**src/rtl/cordic_result_buffer.sv**
```systemverilog
// Result FIFO and byte serialiser behind the CORDIC datapath; falling-edge state, async active-low reset.
// Define CORDIC_RESULT_TAG_EN to add a third {mode, seq} tag byte per frame and per-entry sequence storage.
module cordic_result_buffer #(
  parameter int DEPTH = 4
) (
  input  logic                     clka,
  input  logic                     reset_n,
  input  logic                     res_valid,
  input  logic                     res_mode,
  input  logic [7:0]               res_a,
  input  logic [7:0]               res_b,
  output logic [7:0]               tx_data,
  output logic                     tx_valid,
  input  logic                     tx_ready,
  output logic [$clog2(DEPTH):0]   fifo_count,
  output logic                     fifo_full,
  output logic                     overflow,
  input  logic                     ovf_clr
);

  localparam int AW = $clog2(DEPTH);
  localparam logic [AW:0] DEPTH_CNT = (AW + 1)'(DEPTH);

`ifdef CORDIC_RESULT_TAG_EN
  localparam int EW = 24;
`else
  localparam int EW = 17;
`endif

  localparam logic [1:0] ST_IDLE  = 2'd0;
  localparam logic [1:0] ST_BYTE0 = 2'd1;
  localparam logic [1:0] ST_BYTE1 = 2'd2;
`ifdef CORDIC_RESULT_TAG_EN
  localparam logic [1:0] ST_TAG   = 2'd3;
`endif

  logic [EW-1:0] mem [DEPTH];
  logic [AW-1:0] wr_ptr_reg;
  logic [AW-1:0] rd_ptr_reg;
  logic [AW:0]   count_reg;
  logic [AW:0]   count_next;
  logic          full_reg;
  logic          ovf_reg;
  logic [1:0]    state_reg;
  logic [1:0]    state_next;
  logic [EW-1:0] hold_reg;
  logic [EW-1:0] wr_entry;
  logic          push;
  logic          drop;
  logic          pop;
  logic          empty;
  logic          handshake;

  // Admission uses the registered full flag, so a same-edge pop never makes room.
  assign empty     = (count_reg == '0);
  assign push      = res_valid && !full_reg;
  assign drop      = res_valid && full_reg;
  assign tx_valid  = (state_reg != ST_IDLE);
  assign handshake = tx_valid && tx_ready;

  assign fifo_count = count_reg;
  assign fifo_full  = full_reg;
  assign overflow   = ovf_reg;

`ifdef CORDIC_RESULT_TAG_EN
  logic [6:0] seq_reg;

  assign wr_entry = {seq_reg, res_mode, res_a, res_b};

  // Every strobe consumes a sequence number, dropped or not, so gaps reveal losses.
  always_ff @(negedge clka or negedge reset_n) begin
    if (!reset_n) begin
      seq_reg <= 7'd0;
    end else if (res_valid) begin
      seq_reg <= seq_reg + 7'd1;
    end
  end
`else
  logic unused_mode;

  assign wr_entry    = {res_mode, res_a, res_b};
  assign unused_mode = hold_reg[16];
`endif

  always_comb begin
    state_next = state_reg;
    pop        = 1'b0;
    case (state_reg)
      ST_IDLE: begin
        if (!empty) begin
          pop        = 1'b1;
          state_next = ST_BYTE0;
        end
      end
      ST_BYTE0: begin
        if (handshake) state_next = ST_BYTE1;
      end
      ST_BYTE1: begin
        if (handshake) begin
`ifdef CORDIC_RESULT_TAG_EN
          state_next = ST_TAG;
`else
          if (!empty) begin
            pop        = 1'b1;
            state_next = ST_BYTE0;
          end else begin
            state_next = ST_IDLE;
          end
`endif
        end
      end
`ifdef CORDIC_RESULT_TAG_EN
      ST_TAG: begin
        if (handshake) begin
          if (!empty) begin
            pop        = 1'b1;
            state_next = ST_BYTE0;
          end else begin
            state_next = ST_IDLE;
          end
        end
      end
`endif
      default: state_next = ST_IDLE;
    endcase
  end

  always_comb begin
    count_next = count_reg;
    case ({push, pop})
      2'b10:   count_next = count_reg + (AW + 1)'(1);
      2'b01:   count_next = count_reg - (AW + 1)'(1);
      default: count_next = count_reg;
    endcase
  end

  always_comb begin
    tx_data = 8'h00;
    case (state_reg)
      ST_BYTE0: tx_data = hold_reg[15:8];
      ST_BYTE1: tx_data = hold_reg[7:0];
`ifdef CORDIC_RESULT_TAG_EN
      ST_TAG:   tx_data = {hold_reg[16], hold_reg[23:17]};
`endif
      default:  tx_data = 8'h00;
    endcase
  end

  // Storage array carries no reset so it can map onto RAM.
  always_ff @(negedge clka) begin
    if (push) mem[wr_ptr_reg] <= wr_entry;
  end

  always_ff @(negedge clka or negedge reset_n) begin
    if (!reset_n) begin
      state_reg  <= ST_IDLE;
      wr_ptr_reg <= '0;
      rd_ptr_reg <= '0;
      count_reg  <= '0;
      full_reg   <= 1'b0;
      ovf_reg    <= 1'b0;
      hold_reg   <= '0;
    end else begin
      state_reg <= state_next;
      count_reg <= count_next;
      full_reg  <= (count_next == DEPTH_CNT);
      if (push) wr_ptr_reg <= wr_ptr_reg + AW'(1);
      if (pop) begin
        rd_ptr_reg <= rd_ptr_reg + AW'(1);
        hold_reg   <= mem[rd_ptr_reg];
      end
      if (drop) begin
        ovf_reg <= 1'b1;
      end else if (ovf_clr) begin
        ovf_reg <= 1'b0;
      end
    end
  end

endmodule

```
**config.mk**
```make
export PLATFORM = sky130hd
export DESIGN_NAME = cordic_result_buffer
export DESIGN_NICKNAME = d
export VERILOG_FILES = /design/src/rtl/cordic_result_buffer.sv
export SDC_FILE = /design/constraint.sdc
export NUM_CORES = 1
export LEC_CHECK = 0
export CORE_MARGIN = 5
export CORE_UTILIZATION = 40
export CTS_CLUSTER_SIZE = 25
export DETAILED_ROUTE_END_ITERATION = 7
export GPL_ROUTABILITY_DRIVEN = 0
export GPL_TIMING_DRIVEN = 0
export PLACE_DENSITY = 0.62
export SETUP_SLACK_MARGIN = 0.5
export SKIP_LAST_GASP = 1
export SLEW_MARGIN = 20
export SYNTH_ARGS = -nofsm -noshare
export SYNTH_HDL_FRONTEND = slang
export SYNTH_SLANG_ARGS = --single-unit
```
**constraint.sdc**
```tcl
create_clock -name clka -period 8.1 [get_ports clka]
set_clock_uncertainty 0.1 [all_clocks]
set_input_delay 1.62 -clock clka [delete_from_list [all_inputs] [get_ports clka]]
set_output_delay 1.62 -clock clka [all_outputs]
set_load 0.01 [all_outputs]
```
---- Word level (Yosys, flattened, before mapping) ----
Memory sizes are Yosys's and may differ from the RTL's. A register that Yosys moved wholly into a read port is not among the register bits.
Index checks and enable logic that the tools add are counted.
storage, ports and cells
  register bits ........................... 11
  RAM bits ................................ 68
  input port bits ......................... 22
  output and inout bits ................... 14
  logic and storage cells ................. 43
  memories ................................ 1
operators by class
  $add $sub $neg .......................... 4
  equal/unequal tests ..................... 8
  multiplexer cells ....................... 14
  reductions and logical operators ........ 10
memories
  name  depth  width  read ports  clocked after Yosys merged registers in  write ports  line  source
  mem   4      17     1           1                                        1            37    logic [EW-1:0] mem [DEPTH];
operators by type and width
  operator                                          number
  one-hot mux 8 bit (2 select lines)                1
  two-way mux 1 bit                                 7
  two-way mux 2 bit                                 3
  != test 2 bit, second input constant              3
  one-hot mux 2 bit (3 select lines)                1
  one-hot mux 3 bit (2 select lines)                1
  adder 2 x 1 -> 2 bit, second input constant       2
  == test 2 x 1 -> 1 bit, second input constant     2
  == test 2 bit, second input constant              2
  nonzero test 2 bit                                2
  adder 3 x 1 -> 3 bit, second input constant       1
  == test 3 bit, second input constant              1
  logical AND 1 bit                                 3
  zero test 3 bit                                   1
  AND reduction 3 bit                               1
  subtractor 3 x 1 -> 3 bit, second input constant  1
  zero test 1 bit                                   2
  zero test 2 bit                                   1
  one-hot mux 1 bit (2 select lines)                1

---- Logic depth before layout (Yosys ltp) ----
Gate-level depths: netlist of the first run.
  depth after elaboration ................. 7
  gate-level depth with buffers ........... 11
  mapped depth without buffers ............ 10

==> results of run 1 <==
==> cells by family after synthesis <==
group,after synthesis,share of synthesized area
xor+xnor,5,0.0116
fa+ha+maj,11,0.0386
simple gates,22,0.0356
mux,33,0.163
flops,91,0.690
buf+inv,19,0.0276
compound gates,18,0.0336
==> final cells by class <==
type,count,area [um2]
Fill cell,788,4340
Sequential cell,91,2600
Multi-Input combinational cell,89,1150
Timing Repair Buffer,40,379
Clock inverter,70,312
Clock buffer,10,149
Tap cell,111,139
Buffer,8,88.8
Inverter,10,37.5
==> timing repair <==
| item | in CTS | in global routing |
|---|---|---|
| setup endpoints to repair | 10 | 11 |
| setup buffers | 4 | 2 |
| gates cloned | 0 | 0 |
| resized for setup | 21 | 27 |
| pin swaps | 1 | 2 |
==> synthesized netlist by cell type (all sizes together) <==
cell	count	area share
a211oi	1	0.0020
a21oi	1	0.0013
a22oi	8	0.016
a31oi	1	0.0017
and2	4	0.0067
buf	4	0.013
clkbuf	4	0.0040
dfrtn	27	0.18
edfxtp	64	0.51
fa	1	0.0053
ha	10	0.033
inv	11	0.011
mux2	17	0.059
mux4	16	0.10
nand2	4	0.0040
nor2	1	0.0017
nor2b	9	0.015
nor3	1	0.0027
nor3b	2	0.0040
o21ai	4	0.0053
o21ba	1	0.0027
o32ai	2	0.0047
or3	1	0.0017
xnor2	2	0.0047
xor2	3	0.0070
==> per-stage QoR <==
step / setup TNS [ps] / hold slack [ps] / cell area, um2
after detailed placement: -167 / 357 / 4240
final: 0 / 366 / 4850
after global routing: 0 / 385 / 4850
after floorplan: 0 / 342 / 3770
after CTS: 0 / 367 / 4760
after global placement: -150 / 356 / 4250
==> power by group through the flow <==
stage / clock, W / sequential, W / combinational, W
floorplan: 0.0000478 / 0.000695 / 0.000470
global placement: 0.0000478 / 0.000707 / 0.000643
detailed placement: 0.0000478 / 0.000712 / 0.000653
CTS: 0.000445 / 0.000706 / 0.000685
global route: 0.000495 / 0.000720 / 0.000785
finish: 0.000428 / 0.000709 / 0.000723
==> worst paths after layout <==
check / start / to / slack, ps / cells after the start
max in group asynchronous: reset_n / rd_ptr_reg[1] / 2350 / 1
max: res_valid / fifo_full / 570 / 10
min reg2reg: fifo_full / overflow / 370 / 2
min: fifo_full / overflow / 370 / 2
min in group asynchronous: reset_n / state_reg[0] / 5120 / 1
max reg2reg: state_reg[1] / fifo_full / 5590 / 10
==> placed cells by master, fill, tap and decap left out, drive strengths merged, types with 3 or more instances in the layout <==
cell and instances:
clkdlybuf4s50 23, mux2 17, nand2 4, clkinv 4
clkdlybuf4s15 6, dfrtn 27, buf 13, nor2b 9
and2 4, o21ai 4, ha 10, clkbuf 13
mux4 16, xor2 3, a22oi 8, edfxtp 64
inv 75
==> critical path: stages <==
cell and delay, ps:
clkdlybuf4s50_1 420, nor2b_1 130, buf_2 160, inv_1 70, ha_1 170, inv_1 70
fa_1 380, xor2_1 170, or3_4 350, a211oi_2 200
==> metal layers <==
layer | track usage | up-vias | part of all wire
li1 | - | 998 | -
met1 | 0.163 | 1040 | 0.44
met2 | 0.212 | 43 | 0.51
met3 | 0.0458 | 8 | 0.044
met4 | 0.0484 | 0 | 0.011
met5 | 0 | - | 0
==> out/summary.txt, run 1 <==
Relative slew slack -> 0.371
First-pass GRT wire length -> 11300 um
Num ports -> 36
CTS Buffer Depth -> 2
Final Max Tran Viols -> 0
Max-cap violation count -> 0
Net Sw Frac -> 0.345
#FFs+latches synth -> 91
Slew @ Worst Pin -> 944 ps
Seq/Total Area, Yosys -> 0.690
Hold_buf cts -> 0
Final worst slack -> 569 ps
Largest net degree at the start of global routing -> 28
Gr usage total -> 0.131
Synth warn -> 0
Clk Tree Root Cell -> clkbuf_8
Critical Path RT -> 4300 ps
GRT overflow -> 0
Yosys cell types -> 29
Place WS -> -162 ps
Crit path kind -> in2reg
Comb pwr share -> 0.389
CTS tree -> built
Buffers on Ports -> 34
Initial DRC count -> 65
Die width -> 107 um
Vias in the first global route -> 2267
Pint -> 0.00122 W
Switching pwr -> 0.000641 W
Setup violations, final -> 0
Leak pwr -> 2.05 nW
Clock power share -> 0.230
Mapped cell area -> 3760 um2
Core Area -> 9200 um2
Antenna Cells -> 0
Arr. time, crit path -> 3730 ps
Unrepaired setup endpoints after global routing -> true
DRT antenna net count -> 0
CP Launch Type -> input pin
Die H -> 107 um
Die area -> 11400 um2
Cell Rows -> 35
Post-Place Cells -> 344
Initial Util -> 0.409
Largest register FFs -> 64
Via count -> 2089
HPWL Detailed -> 4310 um
Drt total wl -> 6970 um
Status -> completed
Total power -> 0.00186 W
Mapped Cells -> 199
Seq pwr share -> 0.381
Hold Path Class -> reg2reg
Final Non-Filler Cells -> 429
Initial antenna violation count -> 0
Clock Latency Late Sink -> 400 ps
Nets -> 346
Crit. End Element -> register
DRC -> 0
Final Hold Violating Endpoints -> 0
Peak VDD IR -> 140 uV
Share of layout cells above drive strength 1 -> 0.236
Routed vias/inst -> 4.87
Synth-to-layout area growth -> 29.0%
CTS sink count -> 91
Syn_nets -> 232
P per Cell Area -> 383 nW/um2
Final core utilization -> 0.528
Cts bufs inserted -> 9
1st-pass router iterations -> 4
Drt wl/cell -> 16.3 um
Syn Area/Cell -> 18.9 um2
H-tree depth -> 3
Clock Pin Slew Worst Setup and Hold Paths -> 60 ps
Worst-path fanout max -> 8
(Power assumes the default switching activity.)
==> run 2, diff against run 1 <==
--- a/config.mk
+++ b/config.mk
@@ -5,13 +5,15 @@
 export SDC_FILE = /design/constraint.sdc
 export NUM_CORES = 1
 export LEC_CHECK = 0
+export CAP_MARGIN = 20
 export CORE_MARGIN = 5
 export CORE_UTILIZATION = 40
+export CTS_CLUSTER_DIAMETER = 30
 export CTS_CLUSTER_SIZE = 25
 export DETAILED_ROUTE_END_ITERATION = 7
 export GPL_ROUTABILITY_DRIVEN = 0
 export GPL_TIMING_DRIVEN = 0
-export PLACE_DENSITY = 0.62
+export PLACE_DENSITY = 0.65
 export SETUP_SLACK_MARGIN = 0.5
 export SKIP_LAST_GASP = 1
 export SLEW_MARGIN = 20
==> out/summary.txt, run 2 (synthesis results as in run 1) <==
CP Capture Point -> tx_data[1]
Peak VDD IR -> 127 uV (-9.3%)
Gr usage total -> 0.132 (+0.000908)
Drt wl/cell -> 16.2 um (-0.13%)
CTS tree -> built
Antenna Cells -> 0 (unchanged)
Via count -> 2094 (+0.24%)
Slew @ Worst Pin -> 903 ps (-40.8 ps)
Final Hold Violating Endpoints -> 0 (unchanged)
Initial antenna violation count -> 0 (unchanged)
Final worst slack -> 587 ps (+17.9 ps)
Num ports -> 36 (unchanged)
Cts bufs inserted -> 9 (unchanged)
Max-cap violation count -> 0 (unchanged)
HPWL Detailed -> 4390 um (+1.9%)
First-pass GRT wire length -> 11400 um (+0.79%)
P per Cell Area -> 386 nW/um2 (+0.79%)
Largest net degree at the start of global routing -> 28 (unchanged)
Leak pwr -> 2.03 nW (-0.88%)
Worst path bufs/invs -> 3 (-1)
Synth-to-layout area growth -> 26.6%
Initial Util -> 0.409 (unchanged)
GRT overflow -> 0 (unchanged)
Unrepaired setup endpoints after global routing -> false
Buffers on Ports -> 34 (unchanged)
Reg2Reg Setup Slack -> 5580 ps (about the same)
Clock Pin Slew Worst Setup and Hold Paths -> 60 ps (about the same)
H-tree depth -> 3 (unchanged)
DRT antenna net count -> 0 (unchanged)
Crit path kind -> reg2out
Crit path depth -> 6 (-4)
Grt met3 use -> 0.0379 (-0.00783)
GR Util met1 -> 0.156 (-0.00747)
Largest register FFs -> 64 (unchanged)
CP Launch Type -> register
Total power -> 0.00184 W (-1.1%)
Cells along the critical path -> buf_4 -> ha_2 -> clkbuf_8 -> a22oi_1 -> nor2b_1 -> clkbuf_2
Commonest non-fill, non-tap cell in the layout -> inv_1
Commonest non-fill, non-tap cells in the layout -> inv_1, edfxtp_1, dfrtn_1
Core Area -> 9200 um2 (unchanged)
CTS Buffer Depth -> 2 (unchanged)
Launch point of the worst reg-to-reg path -> state_reg[1]
Routed vias/inst -> 4.87 (about the same)
Hold_buf cts -> 0 (unchanged)
Slowest-stage cell, CP -> dfrtn_1
Clock Latency Late Sink -> 410 ps (about the same)
Status -> completed
Final Max Tran Viols -> 0 (unchanged)
Worst-path fanout max -> 10 (+2)
Cell Rows -> 35 (unchanged)
CTS sink count -> 91 (unchanged)
Place WS -> -175 ps (-12.8 ps)
Initial DRC count -> 90 (+38%)
Max incr delay on CP -> 450 ps (+30 ps)
Reg2Reg Depth -> 11 (+1)
Final Cell Area -> 4760 um2 (-1.9%)
Delay-heaviest family, CP -> buffers and inverters
Hold Path Class -> reg2reg
Vias in the first global route -> 2291 (+1.1%)
Die H -> 107 um (unchanged)
Worst R2R End -> fifo_full
Setup violations, final -> 0 (unchanged)
Critical Path RT -> 6380 ps (+2080 ps)
1st-pass router iterations -> 4 (unchanged)
Die width -> 107 um (unchanged)
Grt peak-use layer -> met2
Nets -> 347 (+0.29%)
Relative slew slack -> 0.398 (+0.0272)
GR Util met2 -> 0.235 (+0.0229)
Setup TNS -> 0 ps (unchanged)
DP Area -> 4240 um2 (unchanged)
Worst setup path start -> state_reg[1]
Die area -> 11400 um2 (unchanged)
DRC -> 0 (unchanged)
Drt total wl -> 6980 um (+0.10%)
Arr. time, crit path -> 5790 ps (+2060 ps)
Clk Tree Root Cell -> clkbuf_8
Crit. End Element -> output port
Share of layout cells above drive strength 1 -> 0.232 (-0.00387)
## run 2: cell count changes in the layout (fill, tap and decap cells not counted), sizes merged
| cell | change |
|---|---|
| buf | +1 |
| clkinvlp | -1 |
| clkbuf | +8 |
| clkinv | -1 |
| dlymetal6s2s | -2 |
| clkdlybuf4s15 | -6 |
| inv | +1 |
| clkdlybuf4s50 | +1 |
## run 2: repair_timing
action / in CTS / in global routing
hold endpoints to repair: 0 / 0
gates resized for setup: 22 / 26
pin swaps: 1 / 2
endpoints found under the setup margin: 10 / 10
buffers inserted: 6 / 1
## run 2: layer usage
metal,wire length [um],vias up
met2,3740,37
met3,279,8
met1,2880,1051
met4,79,0
met5,0,-
li1,-,998
## run 2: where the power goes
group,total (W),switching (W),internal [W]
sequential,0.000704,0.0000579,0.000646
combinational,0.000698,0.000321,0.000377
clock,0.000437,0.000242,0.000195
## run 2: worst min path at each step
| stage | start | to | slack [ps] | cells after the start |
|---|---|---|---|---|
| 3_5_place_dp | hold_reg[13] | hold_reg[13] | 360 | 1 |
| 5_1_grt | hold_reg[3] | hold_reg[3] | 380 | 1 |
| 3_3_place_gp | fifo_full | overflow | 360 | 2 |
| 6_report | hold_reg[10] | hold_reg[10] | 370 | 1 |
| 2_1_floorplan | hold_reg[14] | hold_reg[14] | 340 | 1 |
| 4_1_cts | hold_reg[9] | hold_reg[9] | 370 | 1 |
## run 2: worst reg2reg max path, delay by kind of cell, from the launching register on
kind                       cells  cell delay [ps]
adders and majority gates      3              710
and+or+nand+nor                2              560
DFF                            1              450
AOI/OAI and AO/OA              2              280
buffers and inverters          3              280
xor gates and xnor gates       1              170
## run 2: metrics by stage
step | cells | hold WS, ps | util
2_1_floorplan | 199 | 342 | -
3_3_place_gp | 344 | 362 | 0.462
3_5_place_dp | 344 | 364 | 0.461
4_1_cts | 429 | 371 | 0.519
5_1_grt | 430 | 382 | 0.518
6_report | 430 | 366 | 0.518
## run 2: layout make-up
| type | count | area (um2) |
|---|---|---|
| clock buffer | 11 | 174 |
| tap | 111 | 139 |
| inverter | 10 | 37.5 |
| fill | 810 | 4430 |
| sequential | 91 | 2600 |
| multi-input combinational | 89 | 1090 |
| clock inverter | 69 | 287 |
| timing repair buffer | 41 | 347 |
| buffer | 8 | 88.8 |
